==> src/rtl/reorder_buffer.sv <==
`default_nettype none
// =============================================================================
// reorder_buffer : circular in-order retirement buffer with operand query ports
// Macro ROB_WB_BYPASS_EN forwards the writeback bus to queries.  Rev 1.0
// =============================================================================
module reorder_buffer #(
   parameter int ROB_DEPTH  = 16,
   parameter int ROB_ADDR_W = 4
) (
   input  logic                  clk_in,
   input  logic                  rst_n_in,
   input  logic                  rdy_in,
   input  logic                  alloc_en_in,
   input  logic [4:0]            alloc_rd_in,
   input  logic                  alloc_is_br_in,
   input  logic                  alloc_pred_in,
   input  logic [31:0]           alloc_pc_in,
   output logic [ROB_ADDR_W-1:0] alloc_tag_out,
   output logic                  full_out,
   input  logic                  wb_en_in,
   input  logic [ROB_ADDR_W-1:0] wb_tag_in,
   input  logic [31:0]           wb_value_in,
   input  logic                  wb_taken_in,
   input  logic [31:0]           wb_target_in,
   input  logic [ROB_ADDR_W-1:0] q1_tag_in,
   input  logic [ROB_ADDR_W-1:0] q2_tag_in,
   output logic                  q1_ready_out,
   output logic                  q2_ready_out,
   output logic [31:0]           q1_value_out,
   output logic [31:0]           q2_value_out,
   output logic                  commit_en_out,
   output logic [4:0]            commit_rd_out,
   output logic [31:0]           commit_value_out,
   output logic [31:0]           commit_tag_out,
   output logic                  clear_out,
   output logic [31:0]           redirect_pc_out
);

   logic [ROB_DEPTH-1:0]  valid_q;
   logic [ROB_DEPTH-1:0]  done_q;
   logic [ROB_DEPTH-1:0]  is_br_q;
   logic [ROB_DEPTH-1:0]  pred_q;
   logic [ROB_DEPTH-1:0]  taken_q;
   logic [4:0]            rd_q     [ROB_DEPTH];
   logic [31:0]           pc_q     [ROB_DEPTH];
   logic [31:0]           value_q  [ROB_DEPTH];
   logic [31:0]           target_q [ROB_DEPTH];

   logic [ROB_ADDR_W-1:0] head_q;
   logic [ROB_ADDR_W-1:0] tail_q;
   logic [ROB_ADDR_W:0]   count_q;
   logic [ROB_ADDR_W:0]   count_d;

   logic                  commit_en_q;
   logic [4:0]            commit_rd_q;
   logic [31:0]           commit_value_q;
   logic [31:0]           commit_tag_q;
   logic                  clear_q;
   logic [31:0]           redirect_q;

   logic                  full;
   logic                  retire;
   logic                  flush;
   logic                  alloc_fire;
   logic                  wb_fire;

   // full is taken from the pre-retire count, so a full buffer never allocates on a retire edge
   assign full       = (count_q == (ROB_ADDR_W+1)'(ROB_DEPTH));
   assign retire     = rdy_in && valid_q[head_q] && done_q[head_q];
   assign flush      = retire && is_br_q[head_q] && (taken_q[head_q] != pred_q[head_q]);
   assign alloc_fire = rdy_in && alloc_en_in && !full && !flush;
   assign wb_fire    = rdy_in && wb_en_in && valid_q[wb_tag_in] && !flush;

   always_comb begin
      count_d = count_q;
      if (alloc_fire && !retire) begin
         count_d = count_q + (ROB_ADDR_W+1)'(1);
      end else if (!alloc_fire && retire) begin
         count_d = count_q - (ROB_ADDR_W+1)'(1);
      end
   end

   always_ff @(posedge clk_in or negedge rst_n_in) begin
      if (!rst_n_in) begin
         valid_q        <= '0;
         head_q         <= '0;
         tail_q         <= '0;
         count_q        <= '0;
         commit_en_q    <= 1'b0;
         commit_rd_q    <= '0;
         commit_value_q <= '0;
         commit_tag_q   <= '0;
         clear_q        <= 1'b0;
         redirect_q     <= '0;
      end else if (rdy_in) begin
         commit_en_q <= retire && (rd_q[head_q] != 5'd0);
         clear_q     <= flush;
         if (retire) begin
            commit_rd_q    <= rd_q[head_q];
            commit_value_q <= value_q[head_q];
            commit_tag_q   <= 32'(head_q);
         end
         if (flush) begin
            redirect_q <= taken_q[head_q] ? target_q[head_q] : pc_q[head_q] + 32'd4;
            valid_q    <= '0;
            head_q     <= '0;
            tail_q     <= '0;
            count_q    <= '0;
         end else begin
            if (retire) begin
               valid_q[head_q] <= 1'b0;
               head_q          <= head_q + ROB_ADDR_W'(1);
            end
            if (alloc_fire) begin
               valid_q[tail_q] <= 1'b1;
               tail_q          <= tail_q + ROB_ADDR_W'(1);
            end
            count_q <= count_d;
         end
      end else begin
         commit_en_q <= 1'b0;
         clear_q     <= 1'b0;
      end
   end

   // Payload needs no reset: valid_q alone qualifies every field
   always_ff @(posedge clk_in) begin
      if (alloc_fire) begin
         done_q[tail_q]  <= 1'b0;
         rd_q[tail_q]    <= alloc_rd_in;
         is_br_q[tail_q] <= alloc_is_br_in;
         pred_q[tail_q]  <= alloc_pred_in;
         pc_q[tail_q]    <= alloc_pc_in;
      end
      if (wb_fire) begin
         done_q[wb_tag_in]   <= 1'b1;
         value_q[wb_tag_in]  <= wb_value_in;
         taken_q[wb_tag_in]  <= wb_taken_in;
         target_q[wb_tag_in] <= wb_target_in;
      end
   end

   always_comb begin
      q1_ready_out = valid_q[q1_tag_in] && done_q[q1_tag_in];
      q1_value_out = value_q[q1_tag_in];
      q2_ready_out = valid_q[q2_tag_in] && done_q[q2_tag_in];
      q2_value_out = value_q[q2_tag_in];
`ifdef ROB_WB_BYPASS_EN
      if (wb_en_in && (wb_tag_in == q1_tag_in)) begin
         q1_ready_out = 1'b1;
         q1_value_out = wb_value_in;
      end
      if (wb_en_in && (wb_tag_in == q2_tag_in)) begin
         q2_ready_out = 1'b1;
         q2_value_out = wb_value_in;
      end
`endif
   end

   assign alloc_tag_out    = tail_q;
   assign full_out         = full;
   assign commit_en_out    = commit_en_q;
   assign commit_rd_out    = commit_rd_q;
   assign commit_value_out = commit_value_q;
   assign commit_tag_out   = commit_tag_q;
   assign clear_out        = clear_q;
   assign redirect_pc_out  = redirect_q;

endmodule
`default_nettype wire

==> config.mk <==
export PLATFORM = sky130hd
export DESIGN_NAME = reorder_buffer
export DESIGN_NICKNAME = d
export VERILOG_FILES = /design/src/rtl/reorder_buffer.sv
export SDC_FILE = /design/constraint.sdc
export NUM_CORES = 2
export LEC_CHECK = 0
export CORE_ASPECT_RATIO = 0.9
export CORE_MARGIN = 8
export CORE_UTILIZATION = 53
export CTS_BUF_LIST = sky130_fd_sc_hd__clkbuf_16
export DETAILED_ROUTE_END_ITERATION = 8
export HOLD_SLACK_MARGIN = 0.15
export PLACE_DENSITY = 0.78
export SYNTH_ARGS = -nofsm -noshare
export SYNTH_HDL_FRONTEND = slang
export SYNTH_SLANG_ARGS = --single-unit
==> constraint.sdc <==
create_clock -name clk_in -period 9.8 [get_ports clk_in]
set_clock_uncertainty 0.2 [all_clocks]
set_input_delay 1.47 -clock clk_in [delete_from_list [all_inputs] [get_ports clk_in]]
set_output_delay 1.47 -clock clk_in [all_outputs]
set_load 0.05 [all_outputs]
==> Word-level counts from Yosys, hierarchy flattened <==
Memories as Yosys holds them, arrays and structs flattened. A register that Yosys moved wholly into a read port is not among the register bits.
Index checks and enable logic that the tools add are counted.
{ "classes": {"n_mux": 50, "n_eq_ne": 2, "n_lt_le_gt_ge": 8, "n_addsub": 5, "n_reduce_logical": 32, "bitwise_logic": 6} }
{ "ops": {"columns": ["op", "count"], "rows": [
  ["$mux W16", 7],
  ["$bwmux W16", 3],
  ["$bmux W1 S4", 10],
  ["$add A32 B3 Y32 const B", 1],
  ["$and A16 B16 Y16", 2],
  ["$mux W32", 1],
  ["$not A16 Y16", 2],
  ["$or A16 B16 Y16", 2],
  ["$lt A4 B5 Y1 const B", 5],
  ["$mux W1", 19],
  ["$logic_and A1 B1 Y1", 18],
  ["$mux W4", 4],
  ["$mux W5", 3],
  ["$demux W1 S4", 3],
  ["$ge A4 B1 Y1 const B", 3],
  ["$reduce_and A2 Y1", 5],
  ["$add A4 B1 Y4 const B", 2],
  ["$add A5 B1 Y5 const B", 1],
  ["$eq A5 B5 Y1 const B", 1],
  ["$logic_not A1 Y1", 5],
  ["$reduce_bool A5 Y1", 1],
  ["$sub A5 B1 Y5 const B", 1],
  ["$reduce_bool A2 Y1", 2],
  ["$reduce_bool A3 Y1", 1],
  ["$ne A1 B1 Y1", 1]
]} }
{ "word_totals": {"input_bits": 121, "mem_count": 4, "word_cells": 120, "regBits": 136, "ram_bits": 1616, "out_inout_bits": 174} }
{ "mem_list": {"columns": ["memory", "depth", "width", "rd", "rd_clocked_by_memory_dff", "wr", "line_no", "source"], "rows": [
  ["pc_q", 16, 32, 1, 0, 1, "45", "logic [31:0] pc_q [ROB_DEPTH];"],
  ["target_q", 16, 32, 1, 0, 1, "47", "logic [31:0] target_q [ROB_DEPTH];"],
  ["value_q", 16, 32, 3, 1, 1, "46", "logic [31:0] value_q [ROB_DEPTH];"],
  ["rd_q", 16, 5, 1, 0, 1, "44", "logic [4:0] rd_q [ROB_DEPTH];"]
]} }

==> Longest topological paths before layout <==
{ "logic_depth": {"word_depth": 13, "mapped_depth": 18, "mapped_depth_nobuf": 11} }

==> Worst setup path before layout <==
OpenSTA, ideal clock, no wires.
{ "synth_timing": {"kind": "input port to flip-flop", "from": "input wb_tag_in[0]", "to": "register taken_q[3], enable pin", "arrival_ns": 8.741, "setup_ns": 0.652, "n_path_buf": 1, "slack_ns": 0.206, "stages": 5, "t_required_ns": 8.948, "cell_sequence": "clkbuf_1 mux4_2 mux4_2 nand4_1 nor4_1"} }
{ "synth_between": {"elab_chain_cells": 4} }
{ "synth_lines": {"columns": ["item", "line_no", "source"], "rows": [
  ["from (decl)", "21", "input logic [ROB_ADDR_W-1:0] wb_tag_in,"],
  ["$bmux W1 S4", "72", "assign wb_fire = rdy_in && wb_en_in && valid_q[wb_tag_in] && !flush;"],
  ["$mux W1 (not written as such)", "72", null],
  ["$logic_and A1 B1 Y1 (2 in a row)", "72", null],
  ["to (signal, indexed assignment)", "138", "taken_q[wb_tag_in] <= wb_taken_in;"],
  ["to (decl)", "43", "logic [ROB_DEPTH-1:0] taken_q;"]
]} }
Every way passes these cells. The select of a mux whose other input is x is not followed.
A chain may end at the register's enable or synchronous reset.

==> Worst setup path in the final report <==
{ "layout_timing": {"from": "input q1_tag_in[0]", "to": "output q1_value_out[25]"} }
{ "layout_between": {"elab_chain_cells": 1} }
{ "layout_lines": {"columns": ["item", "line_no", "source"], "rows": [
  ["from (decl)", "25", "input logic [ROB_ADDR_W-1:0] q1_tag_in,"],
  ["$mem_v2 Z16 W32", null, null],
  ["to (decl)", "29", "output logic [31:0] q1_value_out,"]
]} }
Every way passes these cells.

==> results.sh <==
export IMPL_cts_clk_slew_worst_paths_ns=0.06
export IMPL_drt_wl_total_mm=202
export IMPL_vias_per_cell=6.89
export IMPL_hold_path_depth=1
export IMPL_relSlewSlack=0.133
export IMPL_clk_latency_ns=0.80
export IMPL_die_height_um=377
export IMPL_vias=40500
export IMPL_grt_pass1_vias=40700
export IMPL_yosys_register_bits=1784
export IMPL_drtPass1Iterations=6
export IMPL_synth_seq_area_share=0.690
export IMPL_cts_root_buf="clkbuf_16"
export IMPL_critical_path_class="in -> out"
export IMPL_initial_core_util=0.533
export IMPL_period_minus_slack_ns=6.43
export IMPL_synth_top_area_cell="edfxtp_1"
export IMPL_rsz0062_at_grt="false"
export IMPL_hold_viol=0
export IMPL_status="finished clean"
export IMPL_antenna_found_initial=39
export IMPL_ctsHoldBuffers=0
export IMPL_synth_top_area_frac=0.651
export IMPL_rrSetupSlack_ns=3.50
export IMPL_grt_use_total=0.253
export IMPL_reg2reg_depth=11
export IMPL_cp_required_ns=8.13
export IMPL_cts_sinks=1784
export IMPL_cts_buffers=175
export IMPL_grt_max_degree=159
export IMPL_area_delta_synth_final_pct=13.5
export IMPL_whs_ns=0.256
export IMPL_setup_viol=0
export IMPL_total_power_mw=20.2
export IMPL_drt_initial_drc_count=5986
export IMPL_postCtsResizedCells=0
export IMPL_max_vdd_ir_drop_mv=0.216
export IMPL_ys_flop_type="edfxtp_1"
export IMPL_synthesis_area_sq_um=76700
export IMPL_die_x_um=417
export IMPL_grt_use_met3=0.0480
export IMPL_final_layout_size_suffix_gt1_frac=0.320
export IMPL_core_sq_um=144000
export IMPL_maxCapViolations=0
export IMPL_power_density_nw_per_um2=232
export IMPL_hp_class="reg -> reg"
export IMPL_worstHoldStart="done_q[2]$_DFF_P_"
export IMPL_setup_tns_final_ns=0
export IMPL_r2r_start="head_q[1]$_DFFE_PN0P_"
export IMPL_tightest_slew_ns=1.30
export IMPL_synthArstFlopShare=0.0583
export IMPL_grt_pass1_wl_mm=290
export IMPL_final_common_cell="edfxtp_1"
export IMPL_gr_usage_met1=0.346
export IMPL_worstSetupStartpointType="primary input"
export IMPL_final_cell_mix="edfxtp_1 (1664), mux4_2 (830), clkdlybuf4s50_1 (257)"
export IMPL_place_congestion=0.835
export IMPL_syn_inst=3477
export IMPL_worst_path_max_fanout=62
export IMPL_drc=0
export IMPL_endpoint_kind="output port"
export IMPL_antenna_left=0
export IMPL_hold_path_end="done_q[2]$_DFF_P_"
export IMPL_synth_area_per_cell_sq_um=22.1
export IMPL_port_buffers=266
export IMPL_cts_htree_levels=4
export IMPL_fmax_ghz=0.156
export IMPL_fin_util=0.605
export IMPL_use_met2=0.408
export IMPL_cts_tree="built"
export IMPL_wire_per_inst_um=34.3
export IMPL_rows=132
export IMPL_busiest_layer="met2"
export IMPL_cp_arrival_ns=4.76
export IMPL_slew_viol_final=0
export IMPL_overflow=0
export IMPL_fin_ws_ns=3.37
export IMPL_p_leak_nw=27.2
export IMPL_postCtsSetupBuffers=0
export IMPL_synth_area_leaders="edfxtp_1 (65%), mux4_2 (24%), dfrtp_1 (3.4%), mux2_2 (0.63%), clkbuf_1 (0.54%)"
export IMPL_clockBufferDepth=3
export IMPL_yosysWarnings=0
export IMPL_die_area_sq_um=157000
export IMPL_pin_count=295
export IMPL_hpwl_mm=109
export IMPL_fin_crit_sh=0.656
export IMPL_pre_cts_slack_ns=3.28
export IMPL_synthDistinctLibCells=66
export IMPL_fin_nets=3903
export IMPL_r2r_end="value_q[13][11]$_DFFE_PP_"
export IMPL_synth_edf_count=1664
## synthesized netlist by cell type (3+ instances only)
cell	instances
ha_1	13
dfxtp_1	16
or4_1	4
nor2_1	38
xor2_1	5
inv_1	31
and3_1	3
clkbuf_1	111
a211o_1	6
mux4_2	830
o21ai_0	39
nor4_1	15
edfxtp_1	1664
mux2_2	43
a21o_1	8
a22oi_1	53
or4b_1	3
dfrtp_1	104
buf_2	53
nand3_1	32
nand4b_1	3
a21oi_1	8
nor2b_1	3
nor3_1	36
o211ai_1	9
nand2b_1	7
xnor2_1	10
and2_1	10
o311ai_0	4
buf_4	34
a31oi_1	5
nand4_1	26
mux2i_1	18
o22ai_1	6
o21bai_1	18
and4_1	3
buf_1	55
buf_6	8
nor3b_1	4
or3_1	4
nand2_1	102
## routing by layer
metal / vias up / wire [um]
met5: - / 80
met4: 12 / 8130
met3: 463 / 19700
met2: 2730 / 99300
met1: 21600 / 74300
li1: 15700 / -
## how the worst max path moves through the flow
stage                           end    startpoint  cells after the start  slack (ns)
2_1_floorplan  taken_q[3]$_DFFE_PP_  wb_tag_in[0]                      5        0.21
5_1_grt            q1_value_out[22]  q1_tag_in[0]                      5        3.18
3_5_place_dp       q1_value_out[22]  q1_tag_in[0]                      5        3.28
6_report           q1_value_out[25]  q1_tag_in[0]                      5        3.37
4_1_cts            q1_value_out[22]  q1_tag_in[0]                      5        3.27
3_3_place_gp       q1_value_out[22]  q1_tag_in[0]                      5        3.31
## per-stage QoR
stage                     cells  instance area (sq um)
after floorplan            3504                  76800
after global placement     5534                  81500
after detailed placement   5534                  81500
after CTS                  5853                  87000
after global routing       5871                  87000
final                      5877                  87000
## cell families (layout without fill, tap and decap cells)
family,count (synthesis),count (layout),share of synthesized area
AOI/OAI and AO/OA,178,178,0.0164
buffers and inverters,295,701,0.0183
other,1,52,0.0000489
adders and majority gates,14,14,0.00238
DFF,1784,1784,0.690
xor gates and xnor gates,15,15,0.00171
muxes,891,891,0.252
and+or+nand+nor,299,299,0.0192
## registers in the layout (all words and copies together), names as in the netlist, 5 cells and up
register and count:
pc_q 512, target_q 512, value_q 512, rd_q 80, commit_value_out 32, redirect_pc_out 32
done_q 16, is_br_q 16, pred_q 16, taken_q 16, valid_q 16, commit_rd_out 5
count_q 5
## worst max-delay path: stages
cell and delay, ns:
clkbuf_8 0.64, buf_4 0.69, mux4_2 0.60, mux4_2 0.54, clkdlybuf4s50_1 0.74
## power breakdown
part | switching, mW | total [mW] | internal, mW
registers | 0.297 | 9.00 | 8.71
logic | 2.70 | 4.82 | 2.12
clock network | 2.86 | 6.36 | 3.50
## area by class of cell
type                       instances  area, sq um
fill                            9646        56800
clock buffer                     175         4380
inverter                          31          116
multi-input combinational       1425        22700
sequential                      1784        52900
antenna                           24         60.1
tap                             1943         2430
clock inverter                   144         1060
timing repair buffer             351         3380
No activity file was read; power rests on OpenSTA's default activity.
